--- src/rtl/fp_pkg.sv ---
// fp_pkg: shared floating-point constants and types for the fpUnit
// narrowing converters.
//   - rounding-mode encodings (RM_*)
//   - exponent biases and field widths for binary128 / binary32
//   - single-precision special encodings (infinity, quiet NaN, max finite)
//   - kind_e / algn_t: the aligned operand handed from the align stage
//     to the rounding stage
package fp_pkg;

  localparam logic [2:0] RM_RNE = 3'd0;
  localparam logic [2:0] RM_RTZ = 3'd1;
  localparam logic [2:0] RM_RDN = 3'd2;
  localparam logic [2:0] RM_RUP = 3'd3;
  localparam logic [2:0] RM_RMM = 3'd4;

  localparam int QUAD_BIAS = 16383;
  localparam int SGL_BIAS  = 127;
  localparam int BIAS_DIFF = 16256;

  localparam int QUAD_EXP_W  = 15;
  localparam int QUAD_FRAC_W = 112;
  localparam int SGL_EXP_W   = 8;
  localparam int SGL_FRAC_W  = 23;

  localparam logic [31:0] SGL_INF  = 32'h7F80_0000;
  localparam logic [31:0] SGL_QNAN = 32'h7FC0_0000;
  localparam logic [31:0] SGL_MAXF = 32'h7F7F_FFFF;

  // Operand class after alignment; only K_NUM goes through the adder.
  typedef enum logic [2:0] {
    K_NUM   = 3'd0,
    K_HUGE  = 3'd1,
    K_FLUSH = 3'd2,
    K_NAN   = 3'd3,
    K_INF   = 3'd4,
    K_ZERO  = 3'd5
  } kind_e;

  typedef struct packed {
    kind_e                 kind;
    logic                  sign;
    logic [SGL_EXP_W-1:0]  exp;
    logic [SGL_FRAC_W-1:0] mant;
    logic                  guard;
    logic                  sticky;
    logic                  tiny;     // tiny before rounding
    logic                  snan;
    logic [21:0]           payload;  // quad fraction[110:89] for NaNs
  } algn_t;

endpackage

--- src/rtl/fcvtqs_round.sv ---
// fcvtqs_round: combinational rounding / overflow / flag logic for a
// narrowing conversion to binary32.
// Ports:
//   kind, sign, exp, mant, guard, sticky, tiny, snan, payload : aligned operand
//   rm                                                        : rounding mode
//   res                                                       : binary32 result
//   inexact, overflow, underflow, invalid                     : IEEE flags
module fcvtqs_round
  import fp_pkg::*;
(
  input  logic [2:0]  kind,
  input  logic        sign,
  input  logic [7:0]  exp,
  input  logic [22:0] mant,
  input  logic        guard,
  input  logic        sticky,
  input  logic        tiny,
  input  logic        snan,
  input  logic [21:0] payload,
  input  logic [2:0]  rm,
  output logic [31:0] res,
  output logic        inexact,
  output logic        overflow,
  output logic        underflow,
  output logic        invalid
);

  function automatic logic round_up(input logic [2:0] m, input logic s,
                                    input logic g, input logic st,
                                    input logic lsb);
    case (m)
      RM_RTZ:  round_up = 1'b0;
      RM_RDN:  round_up = s & (g | st);
      RM_RUP:  round_up = ~s & (g | st);
      RM_RMM:  round_up = g;
      default: round_up = g & (st | lsb);
    endcase
  endfunction

  // Directed modes rounding toward zero saturate at max finite.
  function automatic logic ovf_to_max(input logic [2:0] m, input logic s);
    ovf_to_max = (m == RM_RTZ) || (m == RM_RDN && !s) || (m == RM_RUP && s);
  endfunction

  logic        inc;
  logic [23:0] sig;
  logic [8:0]  expr;
  logic [31:0] ovf_res;

  assign inc  = round_up(rm, sign, guard, sticky, mant[0]);
  // Carry out of the mantissa bumps the exponent: a subnormal 0x7FFFFF
  // becomes the minimum normal, exponent 254 overflows to 255.
  assign sig  = {1'b0, mant} + {23'd0, inc};
  assign expr = {1'b0, exp} + {8'd0, sig[23]};
  assign ovf_res = {sign, ovf_to_max(rm, sign) ? SGL_MAXF[30:0] : SGL_INF[30:0]};

  always_comb begin
    res       = 32'd0;
    inexact   = 1'b0;
    overflow  = 1'b0;
    underflow = 1'b0;
    invalid   = 1'b0;
    case (kind_e'(kind))
      K_NUM: begin
        if (expr == 9'd255) begin
          res      = ovf_res;
          overflow = 1'b1;
          inexact  = 1'b1;
        end else begin
          res       = {sign, expr[7:0], sig[22:0]};
          inexact   = guard | sticky;
          underflow = tiny & (guard | sticky);
        end
      end
      K_HUGE: begin
        res      = ovf_res;
        overflow = 1'b1;
        inexact  = 1'b1;
      end
      K_FLUSH: begin
        res       = {sign, 31'd0};
        underflow = 1'b1;
        inexact   = 1'b1;
      end
      K_NAN: begin
        res     = {sign, SGL_QNAN[30:0]} | {10'd0, payload};
        invalid = snan;
      end
      K_INF:   res = {sign, SGL_INF[30:0]};
      K_ZERO:  res = {sign, 31'd0};
      default: res = 32'd0;
    endcase
  end

endmodule

--- src/rtl/fcvtqs_pipe.sv ---
// fcvtqs_pipe: pipelined binary128 -> binary32 converter with IEEE flags.
// An ld sampled at enabled edge N gives done=1 after enabled edge N+3.
// Ports:
//   clk, rst (sync, active-high), ce (global pipeline enable)
//   ld, a[FPWID-1:0], rm[2:0] : new operation (sampled when ce=1)
//   o[31:0], done             : result, valid for the operation loaded
//   inexact, overflow, underflow, invalid : IEEE flags, valid with done
// Build option: FCVTQS_DENORM_EN defined produces single subnormals for
// tiny results; undefined flushes them to signed zero (no shifter).
module fcvtqs_pipe
  import fp_pkg::*;
#(
  parameter int FPWID = 128
) (
  input  logic             clk,
  input  logic             rst,
  input  logic             ce,
  input  logic             ld,
  input  logic [FPWID-1:0] a,
  input  logic [2:0]       rm,
  output logic [31:0]      o,
  output logic             done,
  output logic             inexact,
  output logic             overflow,
  output logic             underflow,
  output logic             invalid
);

  logic                     vld_p0, vld_p1, vld_p2;
  logic [FPWID-1:0]         a_p0;
  logic [2:0]               rm_p0, rm_p1, rm_p2;

  logic                     sign_p1, nan_p1, inf_p1, zero_p1;
  logic signed [16:0]       e_p1;
  logic [QUAD_FRAC_W-1:0]   frac_p1;
`ifdef FCVTQS_DENORM_EN
  logic                     den_p1;
`endif

  algn_t                    algn_d, algn_p2;

  logic [31:0]              res_d;
  logic                     nx_d, of_d, uf_d, nv_d;

  // ---- stage 1: decompose the captured operand ----
  logic [QUAD_EXP_W-1:0]    xa_d;
  logic [QUAD_FRAC_W-1:0]   frac_d;
  logic signed [16:0]       e_d;

  assign xa_d   = a_p0[126:112];
  assign frac_d = a_p0[111:0];
  // 17-bit signed so xa=0 yields -16256 without wrapping.
  assign e_d    = $signed({2'b00, xa_d}) - $signed(17'(BIAS_DIFF));

  // ---- stage 2: align into single-precision mantissa/guard/sticky ----
`ifdef FCVTQS_DENORM_EN
  logic signed [16:0]       shamt_s;
  logic [4:0]               shamt;
  logic [49:0]              shbuf;

  assign shamt_s = 17'sd1 - e_p1;
  // Beyond 26 every significant bit is already in sticky.
  assign shamt   = (shamt_s > 17'sd26) ? 5'd26 : shamt_s[4:0];
  // Bit 49 lands on the subnormal mantissa MSB after a shift of one.
  assign shbuf   = 50'({~den_p1, frac_p1[111:88], 26'd0} >> shamt);
`endif

  always_comb begin
    algn_d         = '0;
    algn_d.kind    = K_NUM;
    algn_d.sign    = sign_p1;
    algn_d.snan    = ~frac_p1[111];
    algn_d.payload = frac_p1[110:89];
    if (nan_p1)
      algn_d.kind = K_NAN;
    else if (inf_p1)
      algn_d.kind = K_INF;
    else if (zero_p1)
      algn_d.kind = K_ZERO;
    else if (e_p1 >= 17'sd255)
      algn_d.kind = K_HUGE;
    else if (e_p1 >= 17'sd1) begin
      algn_d.exp    = e_p1[7:0];
      algn_d.mant   = frac_p1[111:89];
      algn_d.guard  = frac_p1[88];
      algn_d.sticky = |frac_p1[87:0];
    end else begin
      algn_d.tiny = 1'b1;
`ifdef FCVTQS_DENORM_EN
      algn_d.exp    = 8'd0;
      algn_d.mant   = shbuf[49:27];
      algn_d.guard  = shbuf[26];
      algn_d.sticky = (|shbuf[25:0]) | (|frac_p1[87:0]);
`else
      algn_d.kind = K_FLUSH;
`endif
    end
  end

  // ---- stage 3: round ----
  fcvtqs_round u_round (
    .kind      (algn_p2.kind),
    .sign      (algn_p2.sign),
    .exp       (algn_p2.exp),
    .mant      (algn_p2.mant),
    .guard     (algn_p2.guard),
    .sticky    (algn_p2.sticky),
    .tiny      (algn_p2.tiny),
    .snan      (algn_p2.snan),
    .payload   (algn_p2.payload),
    .rm        (rm_p2),
    .res       (res_d),
    .inexact   (nx_d),
    .overflow  (of_d),
    .underflow (uf_d),
    .invalid   (nv_d)
  );

  // Control: valids and the visible result registers.
  always_ff @(posedge clk) begin
    if (rst) begin
      vld_p0    <= 1'b0;
      vld_p1    <= 1'b0;
      vld_p2    <= 1'b0;
      done      <= 1'b0;
      o         <= 32'd0;
      inexact   <= 1'b0;
      overflow  <= 1'b0;
      underflow <= 1'b0;
      invalid   <= 1'b0;
    end else if (ce) begin
      vld_p0 <= ld;
      vld_p1 <= vld_p0;
      vld_p2 <= vld_p1;
      done   <= vld_p2;
      // Bubbles leave the last result on o.
      if (vld_p2) begin
        o         <= res_d;
        inexact   <= nx_d;
        overflow  <= of_d;
        underflow <= uf_d;
        invalid   <= nv_d;
      end
    end
  end

  // Data path registers.
  always_ff @(posedge clk) begin
    if (ce) begin
      a_p0    <= a;
      rm_p0   <= rm;

      sign_p1 <= a_p0[127];
      e_p1    <= e_d;
      frac_p1 <= frac_d;
      nan_p1  <= (xa_d == 15'h7FFF) && (frac_d != '0);
      inf_p1  <= (xa_d == 15'h7FFF) && (frac_d == '0);
      zero_p1 <= (xa_d == 15'h0000) && (frac_d == '0);
`ifdef FCVTQS_DENORM_EN
      den_p1  <= (xa_d == 15'h0000) && (frac_d != '0);
`endif
      rm_p1   <= rm_p0;

      algn_p2 <= algn_d;
      rm_p2   <= rm_p1;
    end
  end

endmodule
--- config.mk ---
export PLATFORM = sky130hd
export DESIGN_NAME = fcvtqs_pipe
export DESIGN_NICKNAME = d
export VERILOG_FILES = /design/src/rtl/fp_pkg.sv /design/src/rtl/fcvtqs_round.sv /design/src/rtl/fcvtqs_pipe.sv
export SDC_FILE = /design/constraint.sdc
export NUM_CORES = 1
export LEC_CHECK = 0
export ABC_AREA = 1
export BUFFER_PORTS_ARGS = -buffer_cell sky130_fd_sc_hd__buf_2
export CORE_ASPECT_RATIO = 1.4
export CORE_MARGIN = 4
export CORE_UTILIZATION = 62
export DETAILED_ROUTE_END_ITERATION = 6
export PLACE_DENSITY_LB_ADDON = 0.3
export SLEW_MARGIN = 20
export SYNTH_ARGS = -nofsm -noshare
export SYNTH_HDL_FRONTEND = slang
export SYNTH_SLANG_ARGS = --single-unit
export TNS_END_PERCENT = 5
--- constraint.sdc ---
create_clock -name clk -period 6.96 [get_ports clk]
set_input_delay 1.74 -clock clk [delete_from_list [all_inputs] [get_ports clk]]
set_output_delay 1.74 -clock clk [all_outputs]
set_load 0.005 [all_outputs]
==> impl_results.md <==
- Status: finished clean
- Drc violations: 0
- CTS max path bufs: 3
- Core area: around 0.022 mm²
- Clk sinks: 370
- H-tree depth: 2
- Synth warn: 0
- Cell Chain, Critical Path: inv_1 -> nand2_1 -> nor2_1 -> ha_1 -> nand2_1 -> o21ai_0 -> ha_1 -> nand2_1 -> inv_1 -> nand2_1 -> nor3_1 -> ha_1 -> ha_1 -> inv_1 -> nand2_1 -> nand2_1 -> nor2_1 -> nand3_1 -> nor2_4 -> nand3_2 -> nand3_1 -> nand2_1 -> nand2_1 -> a21oi_2
- Post-synthesis mux area share: 0%
- PortBufs: roughly 170
- Worst setup margin: ~2800 ps
- Layout area overhead: 15.9%
- Complex-gate fraction of the synthesized area: between 3 and 4%
- Die Y-Extent: 185 µm
- Tmin final: between 4000 and 5000 ps
- Library cells used by synthesis: 33
- Final nets: around 1,400
- WL/cell: around 16 µm
- GP Congestion: 0.882
- Register bit total from synthesis: between 300 and 400
- Pwr Density: 283 mW/mm²
- Worst R2R Path Depth: 24
- Synth Area in Simple Gates: approximately 15%
- Cts repair resizes: 0
- Clk pin slew, worst setup/hold paths: around 60 ps
- Syn Nets: 1,192
- Cell chosen for the clock root: clkbuf_16
- Most used DFF post-synth: edfxtp_1
- Cell Area, Synth: 0.0139 mm²
- CP Data Required Time: between 7000 and 8000 ps
- Data arrival time of the worst path: ~4500 ps
- CTS Buf Count: 34
- Worst slack, placed: approximately 2300 ps
- Starting density of the core: around 63%
- Largest net degree at the start of global routing: 94
- Hold/Removal Path Class: reg -> reg
- Leak pwr: 6.22 nW
- Crit-path slowest cell: edfxtp_1
- Initial DRC Count: between 400 and 500
- Via count: 8,186
- Largest family of logic cells by synthesized area: simple AND/OR/NAND/NOR gates
- GRT Total Usage: about 20%
- Full die area: 0.0249 mm²
- Fillers: roughly 1,500
- Drt first pass iters: 7
- Vias in the first global route: 7,997
- Grt ovf: 0
- Drt total wl: ~24,000 µm
- Crit share post-route: 59.8%
- Setup TNS: 0 ps
- Slew @ Worst Pin: between 1000 and 1500 ps
- First-pass GRT wire length: between 30,000 and 40,000 µm
- Fmax: roughly 240 MHz
- Post-CTS Setup Bufs: 0
- Final Hold Fails: 0
- Crit. End Element: flip-flop
- Initial antenna violation count: 5
- Reg2Reg Setup Slack: 2800 ps
- Sequential fraction of the synthesis area: 77.0%
- HPWL Detailed: between 15,000 and 20,000 µm
- Layout cells sized above 1: approximately a fifth
- Rel. slew slack: roughly a third
- Critical path peak fanout: 24
- Antenna diodes: 0
- IO Pins: approximately 170
- WHS Path Cells: 0
- Post-synthesis xor/xnor area fraction: between 1 and 1.5%
- Slew Viols, Final: 0
- CP max stage delay: around 430 ps
- ANT nets after route: 0
- Final setup viols: 0
- Fraction of registers with async set or reset after synthesis: 0%
- Critical Setup Path Class: reg -> reg
- Routed vias/inst: between 5 and 6
- RSZ-0062 raised after global routing: false
- Row count: 64
- Max-cap violations: 0
- Max rail drop VDD: 267 µV
- Top cell by count, worst path: nand2_1
- Worst-skew pair later-pin latency: 510 ps
- Syn Inst Count: ~1,100
- EDFF count, synth: 330
- Overall die width: between 100 and 150 µm
- CTS tree: done
- CP Launch Type: flip-flop
- Post-CTS Hold Buffers: 0
- Synth Area in Adders: less than 1%
- Clk_skew: 12.4 ps
- Avg Cell Area, Syn: 13.2 µm²
cell families (layout without fill, tap and decap cells):
kind of cell,count (synthesis),count (layout)
fa+ha+maj,6,6
buf+inv,105,317
flops,370,370
compound gates,86,86
simple gates,463,463
xor+xnor,21,21
stage by stage:
step	instance area, µm²	hold slack (ps)	power [mW]	std cells	utilization (%)
2_1_floorplan	13900	400	2.77	1051	-
4_1_cts	16100	425	4.60	1560	73.4
6_report	16100	422	4.56	1560	73.4
3_3_place_gp	15100	402	2.88	1501	68.7
5_1_grt	16100	431	4.74	1560	73.4
3_5_place_dp	15100	407	2.89	1501	68.7
power breakdown:
part,switching [mW],leakage [nW],internal (mW),total (mW)
logic,0.114,2.15,0.0696,0.183
clock network,0.754,0.506,0.964,1.72
registers,0.0728,3.57,2.59,2.66
layout by cell type, fill, tap and decap left out, types with 21 or more instances in the layout:
master / synthesis / routed
nand3_1: 43 / 43
nor4_1: 43 / 43
dfxtp_1: 40 / 40
nand2_1: 201 / 200
inv_1: 81 / 80
a21oi_1: 50 / 50
edfxtp_1: 330 / 330
clkbuf_16: 0 / 35
buf_2: 6 / 170
nor2_1: 130 / 130
nand4_1: 21 / 21
cell type report:
class	count	area, µm²	area share [%]
Timing Repair Buffer	177	915	5.68
Multi-Input combinational cell	576	2780	17.2
Sequential cell	370	10700	66.5
Tap cell	297	372	2.31
Inverter	81	304	1.89
Clock inverter	18	138	0.854
Clock buffer	41	898	5.58
flip-flops by register name, summed over array words and instances (netlist names), 3 cells and up:
signal,cells
rm_p0,3
rm_p2,3
a_p0,128
frac_p1,112
rm_p1,3
o,32
e_p1,16
algn_p2,61
worst max-delay path, delay by kind of cell, from the launching register on:
| family | cells | cell delay, ps |
|---|---|---|
| AND/OR/NAND/NOR | 15 | 2060 |
| adder cells (fa/ha/maj) | 4 | 1070 |
| flip-flops | 1 | 430 |
| buffers and inverters | 3 | 230 |
| AO/OA/AOI/OAI | 2 | 200 |
synthesized netlist by cell type, drive strengths merged (11+ instances only):
cell type	n	share of area, %
dfxtp	40	5.8
nor2	133	3.7
xor2	11	0.69
o21ai	20	0.72
edfxtp	330	71
nor3	13	0.47
nand4	21	0.94
nand3	45	1.7
clkbuf	14	0.38
a21oi	58	2.3
nand2	205	5.6
inv	81	2.2
nor4	43	1.9
routing by layer:
layer,vias up,GRT usage (%),wire (µm)
met2,250,35.2,12700
met1,3778,23.5,9380
met3,56,4.29,1480
met5,-,0,62
li1,4092,-,-
met4,10,6.23,600
worst paths after layout:
check                                          end               start
worst max register to register  o[11]$_SDFFE_PP0P_  rm_p2[2]$_DFFE_PP_
worst min-delay path            rm_p2[0]$_DFFE_PP_  rm_p1[0]$_DFFE_PP_
worst max-delay path            o[11]$_SDFFE_PP0P_  rm_p2[2]$_DFFE_PP_
worst min register to register  rm_p2[0]$_DFFE_PP_  rm_p1[0]$_DFFE_PP_
Note: power is estimated with default switching activity, not from simulation.
